$ cat config.mk
export PLATFORM = sky130hd
export DESIGN_NAME = uart_interface
export DESIGN_NICKNAME = d
export VERILOG_FILES = /design/src/rtl/uart_interface.sv
export SDC_FILE = /design/constraint.sdc
export NUM_CORES = 1
export LEC_CHECK = 0
export BUFFER_PORTS_ARGS = -buffer_cell sky130_fd_sc_hd__clkbuf_2
export CAP_MARGIN = 5
export CORE_MARGIN = 4
export CORE_UTILIZATION = 37
export CTS_CLUSTER_DIAMETER = 30
export DETAILED_ROUTE_END_ITERATION = 6
export PLACE_DENSITY = 0.7
export SLEW_MARGIN = 20
export SYNTH_ARGS = -nofsm -noshare
export SYNTH_HDL_FRONTEND = slang
export SYNTH_SLANG_ARGS = --single-unit
$ cat constraint.sdc
create_clock -name i_clk -period 13.2 [get_ports i_clk]
set_input_delay 0 -clock i_clk [delete_from_list [all_inputs] [get_ports i_clk]]
set_output_delay 0 -clock i_clk [all_outputs]
set_load 0.02 [all_outputs]
$ cat src/rtl/uart_interface.sv
// Host-side UART debug controller for the 5-stage pipeline: program load, run/step control and state dump.
// Define UART_IF_MEM_DUMP_EN to compile in dirty data-memory tracking and the memory section of the dump.
module uart_interface #(
    parameter int NB_DATA   = 8,
    parameter int NB_IF_ID  = 64,
    parameter int NB_ID_EX  = 144,
    parameter int NB_EX_MEM = 80,
    parameter int NB_MEM_WB = 72
) (
    input  logic                 i_clk,
    input  logic                 i_reset,
    input  logic                 i_rx_done,
    input  logic [NB_DATA-1:0]   i_rx_data,
    input  logic                 i_tx_done,
    output logic [NB_DATA-1:0]   o_tx_data,
    output logic                 o_tx_start,
    input  logic [31:0]          i_r_data_registers,
    input  logic [31:0]          i_r_data_data_mem,
    input  logic [NB_IF_ID-1:0]  i_IF_ID,
    input  logic [NB_ID_EX-1:0]  i_ID_EX,
    input  logic [NB_EX_MEM-1:0] i_EX_MEM,
    input  logic [NB_MEM_WB-1:0] i_MEM_WB,
    input  logic                 i_end,
    output logic                 o_reset_pipeline,
    output logic                 o_stop,
    output logic                 o_write_instruction_mem,
    output logic [31:0]          o_instruction_mem_addr,
    output logic [31:0]          o_instruction_mem_data,
    output logic [4:0]           o_r_addr_registers,
    output logic [4:0]           o_r_addr_data_mem
);
    localparam int NB_LAT = NB_IF_ID + NB_ID_EX + NB_EX_MEM + NB_MEM_WB;
    localparam logic [6:0] WORD_BYTES = 7'(32 / NB_DATA);
    localparam logic [6:0] LAT_BYTES  = 7'(NB_LAT / NB_DATA);

    localparam logic [NB_DATA-1:0] OP_LOAD      = NB_DATA'(0);
    localparam logic [NB_DATA-1:0] OP_START_CNT = NB_DATA'(1);
    localparam logic [NB_DATA-1:0] OP_START_DBG = NB_DATA'(2);
    localparam logic [NB_DATA-1:0] OP_STEP      = NB_DATA'(3);
    localparam logic [NB_DATA-1:0] OP_END_DBG   = NB_DATA'(4);

    localparam logic [2:0] ST_IDLE  = 3'd0;
    localparam logic [2:0] ST_LOAD  = 3'd1;
    localparam logic [2:0] ST_RUN   = 3'd2;
    localparam logic [2:0] ST_DEBUG = 3'd3;
    localparam logic [2:0] ST_STEP  = 3'd4;
    localparam logic [2:0] ST_SEND  = 3'd5;

    localparam logic [1:0] PH_MEM = 2'd0;
    localparam logic [1:0] PH_REG = 2'd1;
    localparam logic [1:0] PH_LAT = 2'd2;

    localparam logic [2:0] SB_SCAN  = 3'd0;
    localparam logic [2:0] SB_ADDR  = 3'd1;
    localparam logic [2:0] SB_SAMP  = 3'd2;
    localparam logic [2:0] SB_START = 3'd3;
    localparam logic [2:0] SB_WAIT  = 3'd4;

    logic [2:0]         state_q, state_d, ret_q, ret_d;
    logic [1:0]         ph_q, ph_d;
    logic [2:0]         sb_q, sb_d;
    logic [4:0]         idx_q, idx_d;
    logic [6:0]         left_q, left_d;
    logic [NB_LAT-1:0]  shift_q, shift_d;
    logic [31:0]        word_q, word_d, waddr_q, waddr_d;
    logic [1:0]         bcnt_q, bcnt_d;
    logic               rx_prev_q, rx_pulse;
    logic [31:0]        dirty_q;
    logic [NB_DATA-1:0] tx_data_d;
    logic               tx_start_d, wr_d, rst_pipe_d, stop_d;
    logic [31:0]        iaddr_d, idata_d;
    logic [4:0]         raddr_reg_d, raddr_mem_d;

    assign rx_pulse = i_rx_done & ~rx_prev_q;

`ifdef UART_IF_MEM_DUMP_EN
    localparam logic [1:0] PH_FIRST = PH_MEM;
    localparam logic [2:0] SB_FIRST = SB_SCAN;

    // ALU_result[6:2] sits at EX_MEM[13:9]; MEM_write is bit 3.
    always_ff @(posedge i_clk or posedge i_reset) begin
        if (i_reset)
            dirty_q <= '0;
        else if (state_q == ST_SEND && state_d != ST_SEND)
            dirty_q <= '0;
        else if (!o_stop && i_EX_MEM[3])
            dirty_q[i_EX_MEM[13:9]] <= 1'b1;
    end
`else
    localparam logic [1:0] PH_FIRST = PH_REG;
    localparam logic [2:0] SB_FIRST = SB_ADDR;
    assign dirty_q = '0;
`endif

    always_comb begin
        state_d     = state_q;
        ret_d       = ret_q;
        ph_d        = ph_q;
        sb_d        = sb_q;
        idx_d       = idx_q;
        left_d      = left_q;
        shift_d     = shift_q;
        word_d      = word_q;
        bcnt_d      = bcnt_q;
        waddr_d     = waddr_q;
        tx_data_d   = o_tx_data;
        tx_start_d  = 1'b0;
        wr_d        = 1'b0;
        iaddr_d     = o_instruction_mem_addr;
        idata_d     = o_instruction_mem_data;
        raddr_reg_d = o_r_addr_registers;
        raddr_mem_d = o_r_addr_data_mem;
        case (state_q)
            ST_IDLE: if (rx_pulse) begin
                case (i_rx_data)
                    OP_LOAD: begin
                        state_d = ST_LOAD;
                        waddr_d = '0;
                        iaddr_d = '0;
                        bcnt_d  = '0;
                    end
                    OP_START_CNT: state_d = ST_RUN;
                    OP_START_DBG: state_d = ST_DEBUG;
                    default: ;
                endcase
            end
            ST_LOAD: if (rx_pulse) begin
                word_d = {word_q[31-NB_DATA:0], i_rx_data};
                bcnt_d = bcnt_q + 2'd1;
                if (bcnt_q == 2'd3) begin
                    wr_d    = 1'b1;
                    iaddr_d = waddr_q;
                    idata_d = word_d;
                    waddr_d = waddr_q + 32'd4;
                    if (word_d == 32'hFFFF_FFFF)
                        state_d = ST_IDLE;
                end
            end
            ST_RUN: if (i_end) begin
                state_d = ST_SEND;
                ret_d   = ST_IDLE;
                ph_d    = PH_FIRST;
                sb_d    = SB_FIRST;
                idx_d   = '0;
            end
            ST_DEBUG: if (rx_pulse) begin
                if (i_rx_data == OP_STEP)
                    state_d = ST_STEP;
                else if (i_rx_data == OP_END_DBG)
                    state_d = ST_IDLE;
            end
            ST_STEP: begin
                state_d = ST_SEND;
                ret_d   = ST_DEBUG;
                ph_d    = PH_FIRST;
                sb_d    = SB_FIRST;
                idx_d   = '0;
            end
            ST_SEND: begin
                case (sb_q)
                    SB_SCAN: begin
                        if (dirty_q[idx_q]) begin
                            sb_d = SB_ADDR;
                        end else if (idx_q == 5'd31) begin
                            ph_d  = PH_REG;
                            idx_d = '0;
                            sb_d  = SB_ADDR;
                        end else begin
                            idx_d = idx_q + 5'd1;
                        end
                    end
                    SB_ADDR: begin
                        if (ph_q == PH_MEM) raddr_mem_d = idx_q;
                        else                raddr_reg_d = idx_q;
                        sb_d = SB_SAMP;
                    end
                    // Read data is valid one cycle after the address register updates.
                    SB_SAMP: begin
                        case (ph_q)
                            PH_MEM: begin
                                shift_d = {i_r_data_data_mem, {(NB_LAT-32){1'b0}}};
                                left_d  = WORD_BYTES;
                            end
                            PH_REG: begin
                                shift_d = {i_r_data_registers, {(NB_LAT-32){1'b0}}};
                                left_d  = WORD_BYTES;
                            end
                            default: begin
                                shift_d = {i_IF_ID, i_ID_EX, i_EX_MEM, i_MEM_WB};
                                left_d  = LAT_BYTES;
                            end
                        endcase
                        sb_d = SB_START;
                    end
                    SB_START: begin
                        tx_data_d  = shift_q[NB_LAT-1 -: NB_DATA];
                        tx_start_d = 1'b1;
                        shift_d    = shift_q << NB_DATA;
                        left_d     = left_q - 7'd1;
                        sb_d       = SB_WAIT;
                    end
                    default: if (i_tx_done) begin
                        if (left_q != 7'd0) begin
                            sb_d = SB_START;
                        end else begin
                            case (ph_q)
                                PH_MEM: begin
                                    if (idx_q == 5'd31) begin
                                        ph_d  = PH_REG;
                                        idx_d = '0;
                                        sb_d  = SB_ADDR;
                                    end else begin
                                        idx_d = idx_q + 5'd1;
                                        sb_d  = SB_SCAN;
                                    end
                                end
                                PH_REG: begin
                                    if (idx_q == 5'd31) begin
                                        ph_d = PH_LAT;
                                        sb_d = SB_SAMP;
                                    end else begin
                                        idx_d = idx_q + 5'd1;
                                        sb_d  = SB_ADDR;
                                    end
                                end
                                default: state_d = ret_q;
                            endcase
                        end
                    end
                endcase
            end
            default: state_d = ST_IDLE;
        endcase
        rst_pipe_d = (state_d == ST_IDLE);
        stop_d     = !(state_d == ST_RUN || state_d == ST_STEP);
    end

    always_ff @(posedge i_clk or posedge i_reset) begin
        if (i_reset) begin
            state_q                 <= ST_IDLE;
            ret_q                   <= ST_IDLE;
            ph_q                    <= PH_REG;
            sb_q                    <= SB_ADDR;
            idx_q                   <= '0;
            left_q                  <= '0;
            shift_q                 <= '0;
            word_q                  <= '0;
            bcnt_q                  <= '0;
            waddr_q                 <= '0;
            rx_prev_q               <= 1'b0;
            o_tx_data               <= '0;
            o_tx_start              <= 1'b0;
            o_write_instruction_mem <= 1'b0;
            o_instruction_mem_addr  <= '0;
            o_instruction_mem_data  <= '0;
            o_r_addr_registers      <= '0;
            o_r_addr_data_mem       <= '0;
            o_reset_pipeline        <= 1'b1;
            o_stop                  <= 1'b1;
        end else begin
            state_q                 <= state_d;
            ret_q                   <= ret_d;
            ph_q                    <= ph_d;
            sb_q                    <= sb_d;
            idx_q                   <= idx_d;
            left_q                  <= left_d;
            shift_q                 <= shift_d;
            word_q                  <= word_d;
            bcnt_q                  <= bcnt_d;
            waddr_q                 <= waddr_d;
            rx_prev_q               <= i_rx_done;
            o_tx_data               <= tx_data_d;
            o_tx_start              <= tx_start_d;
            o_write_instruction_mem <= wr_d;
            o_instruction_mem_addr  <= iaddr_d;
            o_instruction_mem_data  <= idata_d;
            o_r_addr_registers      <= raddr_reg_d;
            o_r_addr_data_mem       <= raddr_mem_d;
            o_reset_pipeline        <= rst_pipe_d;
            o_stop                  <= stop_d;
        end
    end
endmodule

Word level (Yosys, flattened, before mapping)
Memory sizes are Yosys's and may differ from the RTL's.
Index checks and enable logic that the tools add are counted.
W data, S select, Z words.

operators by class
  $add $sub $neg = 4
  magnitude comparators = 1
  equal/unequal tests = 33
  mux-type cells = 66
  bitwise operators = 3
  reductions and logical operators = 27

operators with widths
  cell                     count
  $pmux W360 S2            2
  $mux W32                 6
  $pmux W32 S2             2
  $mux W3                  18
  $add A32 B3 Y32 const B  1
  $eq A32 B32 Y1 const B   1
  $mux W5                  6
  $mux W2                  10
  $pmux W5 S2              2
  $pmux W3 S3              2
  $pmux W3 S6              1
  $eq A8 B2 Y1 const B     2
  $ne A4 B4 Y1 const B     4
  $reduce_and A8 Y1        2
  $eq A3 B2 Y1 const B     5
  $pmux W5 S3              1
  $pmux W7 S2              1
  $pmux W2 S2              3
  $pmux W3 S2              2
  $pmux W3 S4              1
  $ne A2 B2 Y1 const B     5
  $reduce_and A5 Y1        2
  $eq A3 B3 Y1 const B     3
  $logic_not A3 Y1         3
  32 further kinds         49

storage, ports and cells
  register bits after elaboration = 528
  memory bits (read-only) = 32
  bits of input ports = 437
  output and inout bits = 86
  word-level logic and storage cells = 155
  memories kept = 1

memory list
  memory           words  width  read ports  clocked after memory_dff  write ports  RTL line  source
  (no name shown)  32     1      1           0                         0            162       if (dirty_q[idx_q]) begin

Depth between registers and ports, before layout
Gate-level depths: netlist of run 1.

  word-level depth = 10
  depth in mapped cells = 9
  gate-level depth less buffers = 9

Worst setup path before layout of run 1
No wires, ideal clock.

  kind = register to register
  from = register idx_q[0]
  to = register idx_q[2]
  library setup time = 0.121 ns
  arrival time = 2.254 ns
  data required time = 13.079 ns
  path slack = 10.825 ns
  cell stages (with the launch flop) = 10
  buffers on the path = 0
  path through = dfrtp_1 > ha_1 > and3_1 > ha_1 > ha_1 > nor3b_1 > nand4_1 > a21oi_1 > o21ai_0 > a22o_1

between the ends
  word-level cells in the longest chain between the ends = 7
  elaborated cells between the ends (all ways) = 15
  those cells by class = add/sub: 1; eq/ne: 3; mux: 9; reduce/logical: 1; memory: 1

RTL lines
  element                                               RTL line       source
  from (decl)                                           62             logic [4:0] idx_q, idx_d;
  from (signal assigned)                                265            idx_q <= idx_d;
  $add A5 B1 Y5 / $eq A5 B5 Y1 (equally long branches)  -
  $mux W5 (on tied branches)                            218, 164, 208
  $pmux W5 S2                                           206            case (ph_q)
  $mux W5                                               203            if (left_q != 7'd0) begin
  $mux W5                                               202            default: if (i_tx_done) begin
  $pmux W5 S2                                           160            case (sb_q)
  $pmux W5 S3                                           113            case (state_q)

Several ways; a longest one is shown, not always the timed one. The select of a mux whose other input is x is not followed.
A chain may end at the register's enable or synchronous reset.

Worst setup path after layout of run 1
  from = register state_q[1]
  to = register shift_q[116]

between the ends
  word-level cells in the longest chain between the ends = 2

RTL lines
  element                             RTL line  source
  from (decl)                         59        logic [2:0] state_q, state_d, ret_q, ret_d;
  from (signal assigned)              261       state_q <= state_d;
  $eq A3 B3 Y1                        113
  $reduce_and A2 Y1 (no source line)  -
  to (signal assigned)                267       shift_q <= shift_d;
  to (decl)                           64        logic [NB_LAT-1:0] shift_q, shift_d;

Every way passes these cells.

==> qor.csv, run 1 <==
metric;value;unit
clock-sinks;522;
synthTopCellsByArea;dfrtp_1 54%, a31oi_1 9.2%, nand2_1 8.4%;
grt_pass1_wl;132900;um
setup_slack;8778;ps
routabilityCongestion;0.8650;
drc;0;
hpwlAfterDp;47980;um
start_util;37.40;%
final_common_cell;nand2_1;
fillers;5275;
worst_path_most_repeated_cell;nor2_1;
criticalPathCategory;flip-flop to flip-flop;
drive_above_1_share;21.79;%
relSlewSlack;18.51;%
grt_max_degree;270;
synth_top_area_share;53.67;%
cp_data_arrival_time;4980;ps
clk_latency;660;ps
post-route-period-util;33.50;%
final_core_util;54.94;%
fmax;226.1;MHz
crit_fanout;269;
synth_top_family_by_area;simple AND/OR/NAND/NOR gates;
tritoncts;done;
ys_types;56;
num_rows;93;
layout.cells.non_filler;4542;
setup_viol;0;
ios;523;
root_buffer;clkbuf_16;
placed_area;27170;sq um
clk_path_buf_depth;3;
core_area;64580;sq um
fp.dieH;263.5;um
syn-cell-area;24150;sq um
synth_edf_count;0;
drt-vias-per-instance;5.453;
grt.overflow.total;0;
dp_slack;9026;ps
synth_ff_type;dfrtp_1;
cpPeakStageDelay;820;ps
synthArstFlopShare;100.0;%
grt_pass1_vias;24884;
synthCells;2746;
r2r_end;shift_q[116]$_DFFE_PP0P_;
synthAdderAreaFrac;0.4145;%
tightest_slew;1222;ps
ys_seq_area_share;54.11;%
min_path_type;input port to asynchronous set/reset pin;
post-cts-setup-buffers;0;
dieArea;69420;sq um
htreeDepth;3;
r2r_start;state_q[1]$_DFF_PP0_;
status;complete, no violations;
first_pass_iters;7;
place_inst;3903;
vias;24766;
fin_skew;60.68;ps
fin_area;35480;sq um
rsz0062_at_grt;no;
yosys.area_share.simple;23.88;%
wl_per_cell;18.42;um
cp-start-kind;flip-flop;
yosys_warnings;0;
cp-end-kind;flip-flop;
r2r_cells;7;
ant_nets;0;
cts_buffers;114;
synth_compound_area_share;13.49;%
met1_usage;29.81;%
crit_chain;nand2b_1 -> nor2_1 -> and3_4 -> buf_4 -> buf_12 -> nor2_1 -> a31oi_1;
synthXorXnorAreaFrac;0.7978;%
io_buffers;520;
yosysTopAreaCell;dfrtp_1;
required;13750;ps
layout_common_cells;539 x nand2_1, 520 x clkbuf_2, 517 x dfrtp_1, 406 x dlygate4sd3_1, 392 x nor2_1;
power.leakage;15.59;nW
fin_setup_tns;0;ps
path_clk_slew;50;ps
p_per_area;229.8;nW/um^2
holdWs;104.6;ps
grt_usage;23.12;%
syn2layout_area_growth;46.90;%
antenna_found_initial;12;
nets;4015;
synthMuxAreaShare;3.279;%
hold_viol;0;
synth_seq_cells;522;
rrSetupSlack;8780;ps
gr-usage-met3;4.888;%
cp_slowest_cell;and3_4;
top_usage_layer;met2;
fp.dieW;263.5;um
drtIter0Drc;2521;
use_met2;37.80;%
cap_violations;0;
synth_area_per_cell;8.795;sq um
vdd_drop_max;150.6;uV
drv_slew;0;
fin_crit;4422;ps
routed_wl;83660;um
p_total;8.154;mW
[how the worst max path moves through the flow]
stage | end | cells past startpoint | startpoint
finish | shift_q[116]$_DFFE_PP0P_ | 7 | state_q[1]$_DFF_PP0_
global route | shift_q[116]$_DFFE_PP0P_ | 7 | state_q[1]$_DFF_PP0_
CTS | shift_q[324]$_DFFE_PP0P_ | 7 | state_q[1]$_DFF_PP0_
detailed placement | shift_q[92]$_DFFE_PP0P_ | 6 | state_q[1]$_DFF_PP0_
global placement | shift_q[76]$_DFFE_PP0P_ | 6 | state_q[1]$_DFF_PP0_
floorplan | bcnt_q[0]$_DFFE_PP0P_ | 1 | i_reset
[cell families (layout without fill, tap and decap cells)]
logic type,after synthesis,count (layout)
simple gates,1358,1358
flops,522,522
compound gates,507,507
buf+inv,254,1178
mux,74,74
xor+xnor,22,22
fa+ha+maj,8,8
other cells,1,18
[cell type report]
class	count	area (sq um)	share of cell area, %
Clock inverter	85	1211	3.414
Antenna cell	16	40.04	0.1129
Tap cell	855	1070	3.015
Clock buffer	132	2990	8.429
Inverter	16	63.81	0.1799
Timing Repair Buffer	945	6884	19.40
Multi-Input combinational cell	1971	10150	28.60
Sequential cell	522	13070	36.84
[timing repair]
action / in CTS / in global routing
endpoints found under the hold margin: 424 / 0
hold buffers: 406 / 0
gates resized for setup: 0 / 0
[power breakdown]
group	switching [mW]	internal [mW]
combinational	1.42	0.925
sequential	0.501	2.28
clock	0.996	2.04
total	2.91	5.24
[state kept, by name, indices dropped and copies added, names as in the netlist, 2 cells and up]
signal,count
bcnt_q,2
left_q,7
o_instruction_mem_addr,30
ph_q,2
o_instruction_mem_data,32
shift_q,360
state_q,3
waddr_q,30
idx_q,5
o_r_addr_registers,5
word_q,24
o_r_addr_data_mem,5
o_tx_data,8
sb_q,3
[layer usage]
metal,wire length (um),share of wire [%],vias to the layer above
li1,-,-,11303
met1,34080,41,11968
met2,39940,48,1212
met3,6159,7.4,279
met4,3457,4.1,4
met5,22,0.026,-
[worst max-delay path, delay by kind of cell (launching register included)]
family / cells / cell delay [ps]
compound gates: 1 / 270
buf+inv: 2 / 1520
flops: 1 / 460
simple gates: 4 / 1780
[cells in the mapped netlist (9+ instances only)]
cell type and count:
a31oi_1 355, buf_1 11, nor3_1 10, nand4_1 16, mux2_2 41, nand3_1 341
xor2_1 16, mux2i_1 33, inv_1 15, a22o_1 40, nand2_1 539, dfrtp_1 518
nor2b_1 9, o21ai_0 55, a21oi_1 18, clkbuf_1 223, nor2_1 393, or3_1 10
No activity file was read; power rests on OpenSTA's default activity.
==> run 2, diff against run 1 <==
Settings changed: ABC_AREA set to 1.
Clock period 13.2 ns to 3.9 ns, I/O delays scaled along.
==> run 2 against run 1 <==
Compared with the run above:
- count of clock-buffer cells in the layout increased by 14
- worst setup slack got worse by 8200 ps
- cell area increased by 0.85%
- critical path depth increased by 1
- power increased by 140%
- global-route usage increased by 1.4 points
- clock power increased to 3.4 times the previous value
- routed wire length increased by 6.2%
- first-iteration DRC count decreased by 2.3%
- non-clock buffer count increased by 27
- largest cell class unchanged
==> qor.csv, run 2 <==
metric;value;unit;change
status;complete, no violations;;unchanged
vdd_drop_max;363.8;uV;was 150.6 uV
fp.dieW;263.8;um;was 263.5 um
netSwitchingPower;5.345;mW;was 2.913 mW
required;4470;ps;was 13750 ps
synthCells;3036;;was 2746
fp.dieH;263.8;um;was 263.5 um
pwr-share-seq;31.9;%;was 34.1%
synth_seq_cells;522;;unchanged
ys_types;34;;was 56
rrSetupSlack;600;ps;was 8780 ps
synth_compound_area_share;18.30;%;was 13.49%
htreeDepth;3;;unchanged
final_common_cell;nand2_1;;unchanged
hpwlAfterDp;51370;um;was 47980 um
fmax;303.2;MHz;was 226.1 MHz
cap_violations;0;;unchanged
holdWs;41.25;ps;was 104.6 ps
synth_ff_type;dfrtp_1;;unchanged
grt_pass1_wl;140900;um;was 132900 um
fin_setup_tns;0;ps;unchanged
path_clk_slew;60;ps;was 50 ps
drt-vias-per-instance;5.244;;was 5.453
yosys_warnings;0;;unchanged
synthTopCellsByArea;dfrtp_1 54%, a21oi_1 14%, nand2_1 12%;;was dfrtp_1 54%, a31oi_1 9.2%, nand2_1 8.4%
root_buffer;clkbuf_16;;unchanged
relSlewSlack;39.42;%;was 18.51%
dieArea;69600;sq um;was 69420 sq um
grt_pass1_vias;26347;;was 24884
clk_latency;660;ps;about the same
clk_path_buf_depth;3;;unchanged
yosysMostFrequentCell;nand2_1;;unchanged
ant_nets;0;;unchanged
yosys.area_share.simple;21.31;%;was 23.88%
power.leakage;15.70;nW;was 15.59 nW
drv_slew;0;;unchanged
routabilityCongestion;0.8830;;was 0.8650
num_rows;93;;unchanged
drc;0;;unchanged
fin_crit;3299;ps;was 4422 ps
rsz0062_at_grt;no;;unchanged
grt_max_degree;166;;was 270
ys_seq_area_share;53.97;%;was 54.11%
tritoncts;done;;unchanged
post-cts-setup-buffers;0;;unchanged
cts_buffers;117;;was 114
synth_top_family_by_area;simple AND/OR/NAND/NOR gates;;unchanged
drive_above_1_share;19.50;%;was 21.79%
io_buffers;520;;unchanged
setup_viol;0;;unchanged
reg_top3;shift_q: 360 flops, o_instruction_mem_data: 32 flops;;unchanged
yosysTopAreaCell;dfrtp_1;;unchanged
synthAdderAreaFrac;0.4134;%;was 0.4145%
largest_register_ffs;360;;unchanged
crit_chain;inv_1 -> nand2_1 -> inv_1 -> a22o_1 -> dlygate4sd3_1 -> o221ai_1 -> dlygate4sd3_1 -> nand2_1;;was nand2b_1 -> nor2_1 -> and3_4 -> buf_4 -> buf_12 -> nor2_1 -> a31oi_1
first_pass_iters;6;;was 7
clockPowerShare;53.6;%;was 37.2%
synth_area_per_cell;7.975;sq um;was 8.795 sq um
post-route-period-util;84.58;%;was 33.50%
cp-end-kind;flip-flop;;unchanged
synth_edf_count;0;;unchanged
syn2layout_area_growth;47.77;%;was 46.90%
start_util;37.49;%;was 37.40%
synthMuxAreaShare;0;%;was 3.279%
crit_fanout;22;;was 269
synthXorXnorAreaFrac;0.2532;%;was 0.7978%
hold_viol;0;;unchanged
antenna_found_initial;14;;was 12
path_buf_inv;4;;was 2
min_path_type;input port to asynchronous set/reset pin;;unchanged
layout_common_cells;771 x nand2_1, 688 x a21oi_1, 520 x clkbuf_2, 518 x dfrtp_1, 435 x nor2_1;;was 539 x nand2_1, 520 x clkbuf_2, 517 x dfrtp_1, 406 x dlygate4sd3_1, 392 x nor2_1
grt.overflow.total;0;;unchanged
regMostFlops;shift_q;;unchanged
cpPeakStageDelay;740;ps;was 820 ps
grt_usage;24.55;%;was 23.12%
nets;4376;;was 4015
core_area;64580;sq um;unchanged
switching_share;27.53;%;was 35.73%
ios;523;;unchanged
cpLargestDelayFamily;buffers and inverters;;was simple AND/OR/NAND/NOR gates
synth_top_area_share;53.53;%;was 53.67%
drtIter0Drc;2463;;was 2521
synthArstFlopShare;100.0;%;unchanged
clock-sinks;522;;unchanged
cp_slowest_cell;inv_1;;was and3_4
tightest_slew;907.7;ps;was 1222 ps
syn-cell-area;24210;sq um;was 24150 sq um
power_frac_comb;14.5;%;was 28.7%
final_core_util;55.40;%;was 54.94%
vias;25688;;was 24766
synth_commonest_cells;771 x nand2_1, 688 x a21oi_1, 518 x dfrtp_1, 436 x nor2_1, 147 x o21ai_0;;was 539 x nand2_1, 518 x dfrtp_1, 393 x nor2_1, 355 x a31oi_1, 341 x nand3_1
fin_skew;54.81;ps;was 60.68 ps
p_per_area;542.5;nW/um^2;was 229.8 nW/um^2
wl_per_cell;18.14;um;was 18.42 um
routed_wl;88870;um;was 83660 um
cp_data_arrival_time;3870;ps;was 4980 ps
internal-power;14.07;mW;was 5.241 mW
cp-start-kind;flip-flop;;unchanged
criticalPathCategory;flip-flop to flip-flop;;unchanged
[run 2: changes by cell type after synthesis, sizes merged, moves of 135 or more]
cell,before,now
clkbuf,223,47
nand2,539,772
a21oi,18,688
a31oi,355,1
nand3,341,69
buf,15,150
[run 2: final timing paths]
check                                         start  depth (start not counted)                       end
setup / recovery                ph_q[1]$_DFFE_PP0P_                          8  shift_q[336]$_DFFE_PP0P_
hold / removal                              i_reset                          3  shift_q[111]$_DFFE_PP0P_
setup reg to reg                ph_q[1]$_DFFE_PP0P_                          8  shift_q[336]$_DFFE_PP0P_
hold reg to reg            shift_q[359]$_DFFE_PP0P_                          2  o_tx_data[7]$_DFFE_PP0P_
max in group asynchronous                   i_reset                          5  shift_q[356]$_DFFE_PP0P_
min in group i_clk                     i_EX_MEM[78]                          4  shift_q[150]$_DFFE_PP0P_
[run 2: worst min-delay path, cell delays in order]
cell,delay (ps)
dlygate4sd3_1,530
clkbuf_2,130
clkinvlp_4,490
[run 2: layout make-up]
class,count,area [sq um]
diodes,14,35.03
clock buffers,146,3167
clock inverters,72,1028
fillers,5385,28800
inverters,112,435.4
multi-input cells,2206,9771
flip-flops and latches,522,13070
well taps,855,1070
repair buffers,972,7207
[run 2: metal layers]
metal	wire [um]	global-route usage (%)	part of all wire (%)
met5	16	0	0.018
met4	4645	12.46	5.2
met3	6472	5.365	7.3
met2	42360	40.22	48
met1	35380	30.75	40
[run 2: kinds of logic (layout without fill, tap and decap cells)]
logic type | after synthesis | after routing
AND/OR/NAND/NOR | 1320 | 1320
AO/OA/AOI/OAI | 869 | 869
flip-flops | 522 | 522
buffers and inverters | 309 | 1302
adder cells (fa/ha/maj) | 8 | 8
XOR/XNOR | 7 | 7
other | 1 | 16
[run 2: per-stage QoR]
step / power, mW / instances / setup WS (ps) / cell area [sq um]
after floorplan: 7.624 / 3037 / -3189 / 24220
after global placement: 8.484 / 4258 / 1212 / 27460
after detailed placement: 8.522 / 4258 / 1117 / 27460
after CTS: 19.44 / 4885 / 584.9 / 35740
after global routing: 20.19 / 4898 / 437.8 / 35780
final: 19.41 / 4899 / 601.3 / 35780
[run 2: power by group through the flow]
stage | Combinational [mW] | Sequential, mW | Clock (mW)
after floorplan | 1.29 | 6.33 | 0
after global placement | 2.25 | 6.24 | 0
after detailed placement | 2.27 | 6.25 | 0
after CTS | 2.77 | 6.18 | 10.5
after global routing | 3.11 | 6.24 | 10.8
final | 2.82 | 6.19 | 10.4
[run 2: what timing repair did]
| item | CTS | global route |
|---|---|---|
| gates resized for setup | 0 | 0 |
| hold buffers | 409 | 0 |
| endpoints found under the hold margin | 485 | 0 |
